[config.mk]
export PLATFORM = sky130hd
export DESIGN_NAME = id_stage_pipe
export DESIGN_NICKNAME = d
export VERILOG_FILES = /design/src/rtl/id_stage_pipe.sv
export SDC_FILE = /design/constraint.sdc
export NUM_CORES = 1
export LEC_CHECK = 0
export ABC_AREA = 0
export CAP_MARGIN = 0
export CORE_MARGIN = 2
export CORE_UTILIZATION = 55
export DETAILED_ROUTE_END_ITERATION = 6
export PLACE_DENSITY = 0.73
export SLEW_MARGIN = 20
export SYNTH_ARGS = -nofsm -noshare
export SYNTH_HDL_FRONTEND = slang
export SYNTH_SLANG_ARGS = --single-unit
[constraint.sdc]
create_clock -name clk -period 5.24 [get_ports clk]
set_input_delay 1.31 -clock clk [delete_from_list [all_inputs] [get_ports clk]]
set_output_delay 1.31 -clock clk [all_outputs]
set_load 0.005 [all_outputs]
[src/rtl/id_stage_pipe.sv]
// Decode stage: ARM-subset decode, register file with write-through bypass,
// RAW hazard detection and the ID/EXE pipeline register.
module id_stage_pipe #(
   parameter int unsigned DATA_W     = 32,
   parameter int unsigned NUM_REGS   = 15,
   parameter int unsigned REG_ADDR_W = 4,
   parameter int unsigned FWD_EN     = 0
) (
   input  logic                  clk,
   input  logic                  rst,
   input  logic                  in_valid,
   input  logic [DATA_W-1:0]     pc_in,
   input  logic [31:0]           instruction,
   input  logic                  freeze,
   input  logic                  flush,
   input  logic [3:0]            status_bits,
   input  logic                  wb_en,
   input  logic [REG_ADDR_W-1:0] wb_dest,
   input  logic [DATA_W-1:0]     wb_value,
   input  logic                  exe_wb_en,
   input  logic                  exe_mem_read,
   input  logic [REG_ADDR_W-1:0] exe_dest,
   input  logic                  mem_wb_en,
   input  logic [REG_ADDR_W-1:0] mem_dest,
   output logic                  hazard,
   output logic                  out_valid,
   output logic [DATA_W-1:0]     pc_out,
   output logic [DATA_W-1:0]     val_rn,
   output logic [DATA_W-1:0]     val_rm,
   output logic [REG_ADDR_W-1:0] src1,
   output logic [REG_ADDR_W-1:0] src2,
   output logic [3:0]            exe_cmd,
   output logic                  mem_read,
   output logic                  mem_write,
   output logic                  wb_enable,
   output logic                  branch_taken,
   output logic                  status_update,
   output logic                  imm,
   output logic [REG_ADDR_W-1:0] dest_reg,
   output logic [11:0]           shift_operand,
   output logic [23:0]           signed_imm_24
);

   localparam logic [REG_ADDR_W:0] NumRegsW = (REG_ADDR_W + 1)'(NUM_REGS);

   localparam logic [3:0] CmdMov = 4'b0001;
   localparam logic [3:0] CmdMvn = 4'b1001;
   localparam logic [3:0] CmdAdd = 4'b0010;
   localparam logic [3:0] CmdAdc = 4'b0011;
   localparam logic [3:0] CmdSub = 4'b0100;
   localparam logic [3:0] CmdSbc = 4'b0101;
   localparam logic [3:0] CmdAnd = 4'b0110;
   localparam logic [3:0] CmdOrr = 4'b0111;
   localparam logic [3:0] CmdEor = 4'b1000;

   // Instruction fields
   logic [3:0]            cond;
   logic [1:0]            mode;
   logic                  imm_bit;
   logic [3:0]            opcode;
   logic                  s_bit;
   logic [REG_ADDR_W-1:0] rn;
   logic [REG_ADDR_W-1:0] rd;
   logic [REG_ADDR_W-1:0] rm;

   assign cond    = instruction[31:28];
   assign mode    = instruction[27:26];
   assign imm_bit = instruction[25];
   assign opcode  = instruction[24:21];
   assign s_bit   = instruction[20];
   assign rn      = REG_ADDR_W'(instruction[19:16]);
   assign rd      = REG_ADDR_W'(instruction[15:12]);

   // Raw control unit outputs, before condition gating
   logic [3:0] cu_exe_cmd;
   logic       cu_mem_read;
   logic       cu_mem_write;
   logic       cu_wb_en;
   logic       cu_branch;
   logic       cu_status;

   always_comb begin
      cu_exe_cmd   = 4'b0000;
      cu_mem_read  = 1'b0;
      cu_mem_write = 1'b0;
      cu_wb_en     = 1'b0;
      cu_branch    = 1'b0;
      cu_status    = 1'b0;
      case (mode)
         2'b00: begin
            cu_status = s_bit;
            case (opcode)
               4'b1101: begin cu_exe_cmd = CmdMov; cu_wb_en = 1'b1; end
               4'b1111: begin cu_exe_cmd = CmdMvn; cu_wb_en = 1'b1; end
               4'b0100: begin cu_exe_cmd = CmdAdd; cu_wb_en = 1'b1; end
               4'b0101: begin cu_exe_cmd = CmdAdc; cu_wb_en = 1'b1; end
               4'b0010: begin cu_exe_cmd = CmdSub; cu_wb_en = 1'b1; end
               4'b0110: begin cu_exe_cmd = CmdSbc; cu_wb_en = 1'b1; end
               4'b0000: begin cu_exe_cmd = CmdAnd; cu_wb_en = 1'b1; end
               4'b1100: begin cu_exe_cmd = CmdOrr; cu_wb_en = 1'b1; end
               4'b0001: begin cu_exe_cmd = CmdEor; cu_wb_en = 1'b1; end
               4'b1010: cu_exe_cmd = CmdSub;   // CMP: flags only
               4'b1000: cu_exe_cmd = CmdAnd;   // TST: flags only
               default: cu_status = 1'b0;
            endcase
         end
         2'b01: begin
            cu_exe_cmd = CmdAdd;
            if (s_bit) begin
               cu_mem_read = 1'b1;
               cu_wb_en    = 1'b1;
            end else begin
               cu_mem_write = 1'b1;
            end
         end
         2'b10: cu_branch = 1'b1;
         default: cu_branch = 1'b0;
      endcase
   end

   // Condition check against NZCV
   logic flag_n, flag_z, flag_c, flag_v;
   logic cond_ok;

   assign {flag_n, flag_z, flag_c, flag_v} = status_bits;

   always_comb begin
      cond_ok = 1'b0;
      case (cond)
         4'b0000: cond_ok = flag_z;
         4'b0001: cond_ok = !flag_z;
         4'b0010: cond_ok = flag_c;
         4'b0011: cond_ok = !flag_c;
         4'b0100: cond_ok = flag_n;
         4'b0101: cond_ok = !flag_n;
         4'b0110: cond_ok = flag_v;
         4'b0111: cond_ok = !flag_v;
         4'b1000: cond_ok = flag_c && !flag_z;
         4'b1001: cond_ok = !flag_c || flag_z;
         4'b1010: cond_ok = (flag_n == flag_v);
         4'b1011: cond_ok = (flag_n != flag_v);
         4'b1100: cond_ok = !flag_z && (flag_n == flag_v);
         4'b1101: cond_ok = flag_z || (flag_n != flag_v);
         4'b1110: cond_ok = 1'b1;
         default: cond_ok = 1'b0;
      endcase
   end

   // A store reads its data register through the second port
   assign rm = cu_mem_write ? rd : REG_ADDR_W'(instruction[3:0]);

   // Register file
   logic [DATA_W-1:0] regs [NUM_REGS];
   logic              wb_in_range;

   assign wb_in_range = ({1'b0, wb_dest} < NumRegsW);

   always_ff @(posedge clk) begin
      if (!rst) begin
         for (int unsigned i = 0; i < NUM_REGS; i++) begin
            regs[i] <= '0;
         end
      end else if (wb_en && wb_in_range) begin
         regs[wb_dest] <= wb_value;
      end
   end

   logic [DATA_W-1:0] rd_rn;
   logic [DATA_W-1:0] rd_rm;

   always_comb begin
      rd_rn = '0;
      if ({1'b0, rn} < NumRegsW) begin
         rd_rn = (wb_en && wb_dest == rn) ? wb_value : regs[rn];
      end
   end

   always_comb begin
      rd_rm = '0;
      if ({1'b0, rm} < NumRegsW) begin
         rd_rm = (wb_en && wb_dest == rm) ? wb_value : regs[rm];
      end
   end

   // Hazard detection
   logic use1;
   logic use2;
   logic raw_hit;

   assign use1 = (mode != 2'b10);
   assign use2 = ((mode == 2'b00) && !imm_bit) || cu_mem_write;

   generate
      if (FWD_EN != 0) begin : g_fwd
         // Forwarding covers everything except a load still in EXE
         assign raw_hit = exe_mem_read &&
                          ((use1 && exe_dest == rn) || (use2 && exe_dest == rm));
      end else begin : g_nofwd
         logic hit_rn;
         logic hit_rm;
         assign hit_rn  = (exe_wb_en && exe_dest == rn) || (mem_wb_en && mem_dest == rn);
         assign hit_rm  = (exe_wb_en && exe_dest == rm) || (mem_wb_en && mem_dest == rm);
         assign raw_hit = (use1 && hit_rn) || (use2 && hit_rm);
      end
   endgenerate

   assign hazard = in_valid && raw_hit;

   // ID/EXE pipeline register
   logic load;
   logic bubble;

   assign load   = in_valid && !hazard;
   assign bubble = !rst || flush || (!freeze && !load);

   always_ff @(posedge clk) begin
      if (bubble) begin
         out_valid     <= 1'b0;
         pc_out        <= '0;
         val_rn        <= '0;
         val_rm        <= '0;
         src1          <= '0;
         src2          <= '0;
         exe_cmd       <= '0;
         mem_read      <= 1'b0;
         mem_write     <= 1'b0;
         wb_enable     <= 1'b0;
         branch_taken  <= 1'b0;
         status_update <= 1'b0;
         imm           <= 1'b0;
         dest_reg      <= '0;
         shift_operand <= '0;
         signed_imm_24 <= '0;
      end else if (!freeze) begin
         out_valid     <= 1'b1;
         pc_out        <= pc_in;
         val_rn        <= rd_rn;
         val_rm        <= rd_rm;
         src1          <= rn;
         src2          <= rm;
         exe_cmd       <= cond_ok ? cu_exe_cmd : 4'b0000;
         mem_read      <= cond_ok && cu_mem_read;
         mem_write     <= cond_ok && cu_mem_write;
         wb_enable     <= cond_ok && cu_wb_en;
         branch_taken  <= cond_ok && cu_branch;
         status_update <= cond_ok && cu_status;
         imm           <= imm_bit;
         dest_reg      <= rd;
         shift_operand <= instruction[11:0];
         signed_imm_24 <= instruction[23:0];
      end
   end

endmodule

==> flow_summary_export.csv, run 1 <==
group,metric,value,unit
outcome,status,"finished, final reports clean",
route,drc,0,
sta,tns,0,ns
power,ir_drop,0.252,mV
setup_path,critPathTopFamily,"buffers and inverters",
layout,layout.nets,2919,
sta,relSlewSlack,31.1,%
logic_synthesis,synth.area.mux_share,22.8,%
grt,antenna_found_initial,5,
clocking,cts_num_sinks,647,
layout,multi_input_area,15400,um2
clocking,path_clk_slew,0.06,ns
logic_synthesis,synth_fa_ha_area_share,0,%
logic_synthesis,synthesis.area,34500,um2
clocking,numCtsBuffers,71,
setup_path,cpPeakStageDelay,0.52,ns
clocking,cts_root_buf,"clkbuf_16",
logic_synthesis,synth-xor-area-share,0.585,%
grt,grt_max_degree,132,
logic_synthesis,synth-warning-count,0,
route,ant_nets,0,
logic_synthesis,synth_top_family_by_area,"multiplexers",
setup_path,cp_slowest_cell,"clkdlybuf4s50_1",
route,post_drt_wl_per_cell,28.4,um
setup_path,crit_chain,"clkdlybuf4s50_1, or3b_4, a2111oi_4, a32oi_1, a221oi_1, nand3b_1, and4_1, clkdlybuf4s50_1",
sta,slew_viol_final,0,
logic_synthesis,syn_inst,2601,
grt,grt_pass1_wl,154,mm
grt,gr-usage-met2,54.0,%
placed_design,io_buffers,275,
floorplanning,core_area,61800,um2
setup_path,worstPathArrival,3.85,ns
placed_design,gp_congestion,0.864,
floorplanning,dieArea,64700,um2
min_path,min_path_type,"flop to flop",
sta,finalSetupViolCount,0,
sta,final_hold_viol_count,0,
floorplanning,initial_core_util,55.7,%
grt,track_usage,32.5,%
logic_synthesis,synth-async-reset-ratio,0,%
grt,grt_overflow,0,
layout,final_layout_size_suffix_gt1_share,20.8,%
floorplanning,rows,91,
route,drtIter0Drc,2535,
logic_synthesis,synth_flop_cell,"edfxtp_1",
layout,area.growth.synth_to_final,18.7,%
sta,fin_crit,5.16,ns
logic_synthesis,synth_seq_cells,647,
setup_path,cp-start-kind,"input pin",
route,routed_wirelength,105,mm
grt,grt_use_met1,41.4,%
logic_synthesis,yosysSeqAreaShare,52.5,%
logic_synthesis,avgSynthCellArea,13.2,um2
setup_path,crit_type,"input pin to primary output",
setup_path,endpoint_kind,"primary output",
clocking,cts-htree-levels,3,
clocking,cts_tree,"yes",
sta,rsz0062_at_grt,"false",
grt,grt_pass1_vias,24429,
sta,fmax,194,MHz
layout,seq_area,18100,um2
setup_path,cp_common_cell,"clkdlybuf4s50_1",
sta,fin_skew,0.0192,ns
floorplanning,die_x,254,um
logic_synthesis,yosys.area_share.simple,11.1,%
logic_synthesis,synth_edf_count,512,
logic_synthesis,synth_compound_area_share,8.97,%
layout,regMostFlops,"regs",
placed_design,dpl-instance-area,38500,um2
route,viasPerCell,6.52,
grt,busiest_layer,"met2",
layout,final_cell_area,40900,um2
setup_path,path_buf_inv,2,
run,drv_cap,0,
setup_path,worstPathRequired,3.93,ns
power,power_density,316,nW/um2
floorplanning,fp.dieH,254,um
clocking,clock_latency,0.63,ns
placed_design,hpwl,63.2,mm
setup_path,worst-path-max-fanout,4,
sta,tightest_slew,1.03,ns
power,p_leak,14.4,nW
logic_synthesis,synthDistinctLibCells,66,
layout,largest_reg_flops,512,
floorplanning,io_pins,277,
route,vias,24090,
sta,period_share,98.4,%
grt,grt_util_met3,5.80,%
layout,fillers,4385,
route,drt_first_pass_iters,5,
clocking,clk_path_buf_depth,3,
-- cell families (layout without fill, tap and decap cells) --
family	count (synthesis)	count (layout)
other cells	1	35
buf+inv	300	521
xor+xnor	23	23
simple gates	657	657
flops	647	647
mux	568	568
compound gates	405	405
-- synth_stat cells, types with 9 or more instances --
| cell | count | share of area [%] |
|---|---|---|
| nand2b_1 | 17 | 0.31 |
| nand2_1 | 32 | 0.35 |
| mux2_2 | 123 | 4.0 |
| dfxtp_1 | 135 | 7.8 |
| o22a_1 | 31 | 0.79 |
| buf_4 | 33 | 0.72 |
| mux4_2 | 162 | 11 |
| nor3_1 | 26 | 0.38 |
| inv_1 | 16 | 0.17 |
| edfxtp_1 | 512 | 45 |
| xnor2_1 | 11 | 0.28 |
| a22o_1 | 30 | 0.76 |
| buf_2 | 49 | 0.71 |
| xor2_1 | 12 | 0.31 |
| a21oi_1 | 51 | 0.74 |
| a211oi_1 | 84 | 1.8 |
| a31oi_1 | 36 | 0.65 |
| a211oi_2 | 45 | 1.6 |
| and2_1 | 467 | 8.5 |
| clkbuf_1 | 184 | 2.0 |
| buf_6 | 9 | 0.29 |
| nor2_1 | 78 | 0.85 |
| mux2i_1 | 282 | 8.2 |
| o22ai_1 | 63 | 1.1 |
| buf_1 | 9 | 0.098 |
| o21ai_0 | 24 | 0.35 |
-- stage by stage --
stage | total power [mW] | hold WS [ns] | worst slack (ns) | cells | util (%)
floorplan | 7.14 | 0.479 | 0.417 | 2632 | -
global placement | 7.77 | 0.481 | 0.0341 | 3561 | 62.2
detailed placement | 7.83 | 0.490 | 0.0495 | 3562 | 62.3
CTS | 12.9 | 0.500 | 0.0416 | 3690 | 66.1
global route | 13.3 | 0.527 | 0.00461 | 3693 | 66.2
finish | 12.9 | 0.498 | 0.0822 | 3693 | 66.2
-- final timing paths --
| path | cells past startpoint | end | slack (ns) | start |
|---|---|---|---|---|
| max | 8 | hazard | 0.08 | instruction[27] |
| min | 2 | mem_read | 0.50 | mem_read |
| max reg2reg | 6 | val_rn[21] | 3.14 | regs[4][21] |
| min reg2reg | 2 | mem_read | 0.50 | mem_read |
-- cell usage in the layout, fill, tap and decap left out, types with 5 or more instances in the layout --
cell type	synthesis	routed
a211oi_1	84	84
a211oi_2	45	45
a21oi_1	51	51
a221oi_1	6	6
a22o_1	30	30
a31oi_1	36	34
and2_1	467	467
buf_12	0	32
buf_4	33	70
bufinv_16	0	9
clkbuf_1	184	9
clkbuf_16	0	74
clkbuf_8	0	6
clkdlybuf4s50_1	0	269
clkinv_1	0	13
clkinv_2	0	11
conb_1	1	32
dfxtp_1	135	135
edfxtp_1	512	512
inv_1	16	15
inv_6	0	5
mux2_2	123	123
mux2i_1	282	282
mux4_2	162	162
nand2_1	32	32
nand2b_1	17	12
nand3_1	8	8
nor2_1	78	67
nor2_2	0	11
nor3_1	26	22
nor4_1	5	5
o21ai_0	24	12
o21ai_4	0	12
o22a_1	31	31
o22ai_1	63	63
xnor2_1	11	11
xor2_1	12	12
-- worst min-delay path, delay by kind of cell (launching register included) --
family / cells / cell delay (ns)
simple gates: 1 / 0.06
flops: 1 / 0.31
compound gates: 1 / 0.07
-- report_power, final --
part           switching (mW)  internal (mW)  total, mW
registers               0.152           5.82       5.97
clock network            2.07           3.09       5.17
logic                   0.974          0.822       1.80
-- routing by layer --
metal	part of all wire (%)	routed length (um)
met5	0	0
met4	4.4	4650
met3	9.4	9900
met2	48	50700
met1	38	39700
-- area by class of cell --
| class | instances | share of cell area (%) |
|---|---|---|
| inverters | 16 | 0.159 |
| clock inverters | 39 | 1.04 |
| flip-flops and latches | 647 | 44.2 |
| repair buffers | 377 | 9.60 |
| diodes | 3 | 0.0183 |
| well taps | 837 | 2.56 |
| clock buffers | 89 | 4.79 |
| multi-input cells | 1685 | 37.7 |
-- what timing repair did --
item | 4_1_cts | 5_1_grt
setup endpoints to repair | 0 | 1
hold buffers | 0 | 0
buffers inserted | 0 | 0
gates resized for setup | 0 | 3
Note: power is estimated with default switching activity, not from simulation.
==> inputs of run 2 (changes only) <==
Settings changed: CELL_PAD_IN_SITES_DETAIL_PLACEMENT from default to 0, CELL_PAD_IN_SITES_GLOBAL_PLACEMENT from default to 1, CORE_UTILIZATION 55 to 50, CTS_BUF_LIST from default to sky130_fd_sc_hd__clkbuf_2, PLACE_DENSITY 0.73 to 0.79.
==> run 2 against run 1 <==
Effect of this change: clock power shrank 31%; critical path depth grew 1; utilization fell by 7.7 points; flip-flop and latch count unchanged; fmax is 0.14% higher; die area up 9.8%; via count rose by 1.4%; count of clock-buffer cells in the layout grew 147; non-clock buffer count up 4; critical endpoint unchanged.
==> flow_summary_export.csv, run 2 (synthesis gave the netlist of run 1 again) <==
group,metric,value,unit
outcome,status,"finished, final reports clean",
layout,final_common_cell,"edfxtp_1",
grt,grt_pass1_vias,25124,
sta,fin_crit,5.15,ns
setup_path,cp_slowest_cell,"clkdlybuf4s50_1",
layout,final_cell_area,40100,um2
sta,fmax,194,MHz
placed_design,gp_congestion,0.850,
clocking,cts-htree-levels,4,
power,power,11.3,mW
layout,final_layout_size_suffix_gt1_share,24.7,%
grt,grt_overflow,0,
power,power_density,283,nW/um2
floorplanning,dieArea,71000,um2
sta,relSlewSlack,32.2,%
power,p_sw_share,29.0,%
route,drt_first_pass_iters,5,
floorplanning,io_pins,277,
power,clockPowerShare,31.6,%
setup_path,worst-path-max-fanout,16,
clocking,numCtsBuffers,166,
power,p_leak,14.4,nW
layout,layout.nets,3018,
route,drtIter0Drc,2288,
floorplanning,rows,96,
clocking,cts_num_sinks,647,
grt,grt_max_degree,132,
clocking,hold_buffers,0,
setup_path,crit_type,"input pin to primary output",
setup_path,cp-start-kind,"input pin",
grt,track_usage,30.6,%
sta,finalSetupViolCount,0,
floorplanning,die_x,267,um
sta,final_hold_viol_count,0,
floorplanning,core_area,68500,um2
floorplanning,fp.dieH,267,um
sta,tightest_slew,1.02,ns
clocking,clk_path_buf_depth,3,
grt,grt_pass1_wl,159,mm
placed_design,dpl-instance-area,38500,um2
placed_design,hpwl,64.1,mm
setup_path,critPathTopFamily,"buffers and inverters",
setup_path,worstPathRequired,3.93,ns
route,drc,0,
clocking,cts_root_buf,"clkbuf_2",
setup_path,cpPeakStageDelay,0.53,ns
setup_path,worstPathArrival,3.84,ns
route,post_drt_wl_per_cell,27.7,um
power,p_int,8.05,mW
clocking,path_clk_slew,0.09,ns
route,routed_wirelength,108,mm
run,drv_cap,0,
placed_design,io_buffers,275,
layout,most-common-layout-cells,"edfxtp_1 (512), and2_1 (467), mux2i_1 (282)",
layout,area.growth.synth_to_final,16.2,%
sta,slew_viol_final,0,
power,seqPwrFrac,52.5,%
power,ir_drop,0.181,mV
layout,largest_reg_flops,512,
min_path,min_path_type,"input pin to flop",
layout,regMostFlops,"regs",
route,ant_nets,0,
grt,antenna_found_initial,4,
sta,fin_skew,0.0654,ns
power,switching_power,3.28,mW
setup_path,crit_chain,"clkdlybuf4s50_1, nor3b_4, buf_8, mux2_2, o21ai_0, nand2_1, nand3b_1, and4_1, clkdlybuf4s50_1",
setup_path,cp_common_cell,"clkdlybuf4s50_1",
setup_path,path_buf_inv,3,
clocking,cts_tree,"yes",
route,vias,24426,
setup_path,endpoint_kind,"primary output",
route,viasPerCell,6.25,
power,combPwrFrac,15.9,%
clocking,clock_latency,1.39,ns
floorplanning,initial_core_util,50.3,%
sta,period_share,98.3,%
-- run 2: through the flow --
stage | setup slack [ns] | hold WS [ns] | TNS [ns] | cells | utilization [%]
finish | 0.0892 | 0.351 | 0 | 3910 | 58.5
global route | -0.0178 | 0.261 | -0.0178 | 3909 | 58.5
CTS | 0.0275 | 0.169 | 0 | 3907 | 58.5
detailed placement | 0.00361 | 0.484 | 0 | 3611 | 56.2
global placement | -0.0290 | 0.481 | -0.0290 | 3611 | 56.2
floorplan | 0.417 | 0.479 | 0 | 2632 | -
-- run 2: final cells by class --
class / instances / area (um2)
diodes: 3 / 7.51
clock buffers: 236 / 1180
clock inverters: 60 / 378
fillers: 5541 / 28400
inverters: 16 / 65.1
multi-input cells: 1685 / 15400
flip-flops and latches: 647 / 18100
well taps: 882 / 1100
repair buffers: 381 / 3840
-- run 2: worst register-to-register path: stages, from the launching register on --
cell,delay [ns]
edfxtp_1,0.39
mux4_2,0.54
mux4_2,0.48
mux2i_1,0.30
nor2_1,0.07
a21oi_1,0.13
a211oi_1,0.05
-- run 2: worst paths after layout --
| kind | slack (ns) | endpoint | cells past startpoint | startpoint |
|---|---|---|---|---|
| min reg2reg | 0.50 | mem_read | 2 | mem_read |
| max reg2reg | 3.07 | val_rn[8] | 6 | regs[15][8] |
| min | 0.35 | src1[0] | 3 | instruction[16] |
| max | 0.09 | hazard | 9 | instruction[26] |
-- run 2: power groups by stage --
| stage | logic [mW] | clock network (mW) | registers (mW) |
|---|---|---|---|
| 3_5_place_dp | 1.78 | 0 | 6.06 |
| 4_1_cts | 1.78 | 3.67 | 5.95 |
| 6_report | 1.80 | 3.58 | 5.95 |
| 3_3_place_gp | 1.74 | 0 | 6.04 |
| 5_1_grt | 1.89 | 3.92 | 5.98 |
| 2_1_floorplan | 1.12 | 0 | 6.02 |
-- run 2: per-layer routing --
metal  part of all wire [%]  vias to the layer above  track usage (%)
li1                       -                    10549                -
met1                     39                    12169             39.1
met2                     48                     1381             50.0
met3                    9.6                      325             6.78
met4                    4.0                        2             13.4
met5                  0.010                        -                0
-- run 2: what timing repair did --
action | 4_1_cts | 5_1_grt
endpoints found under the setup margin | 1 | 1
setup buffers | 0 | 0
gates resized for setup | 1 | 6
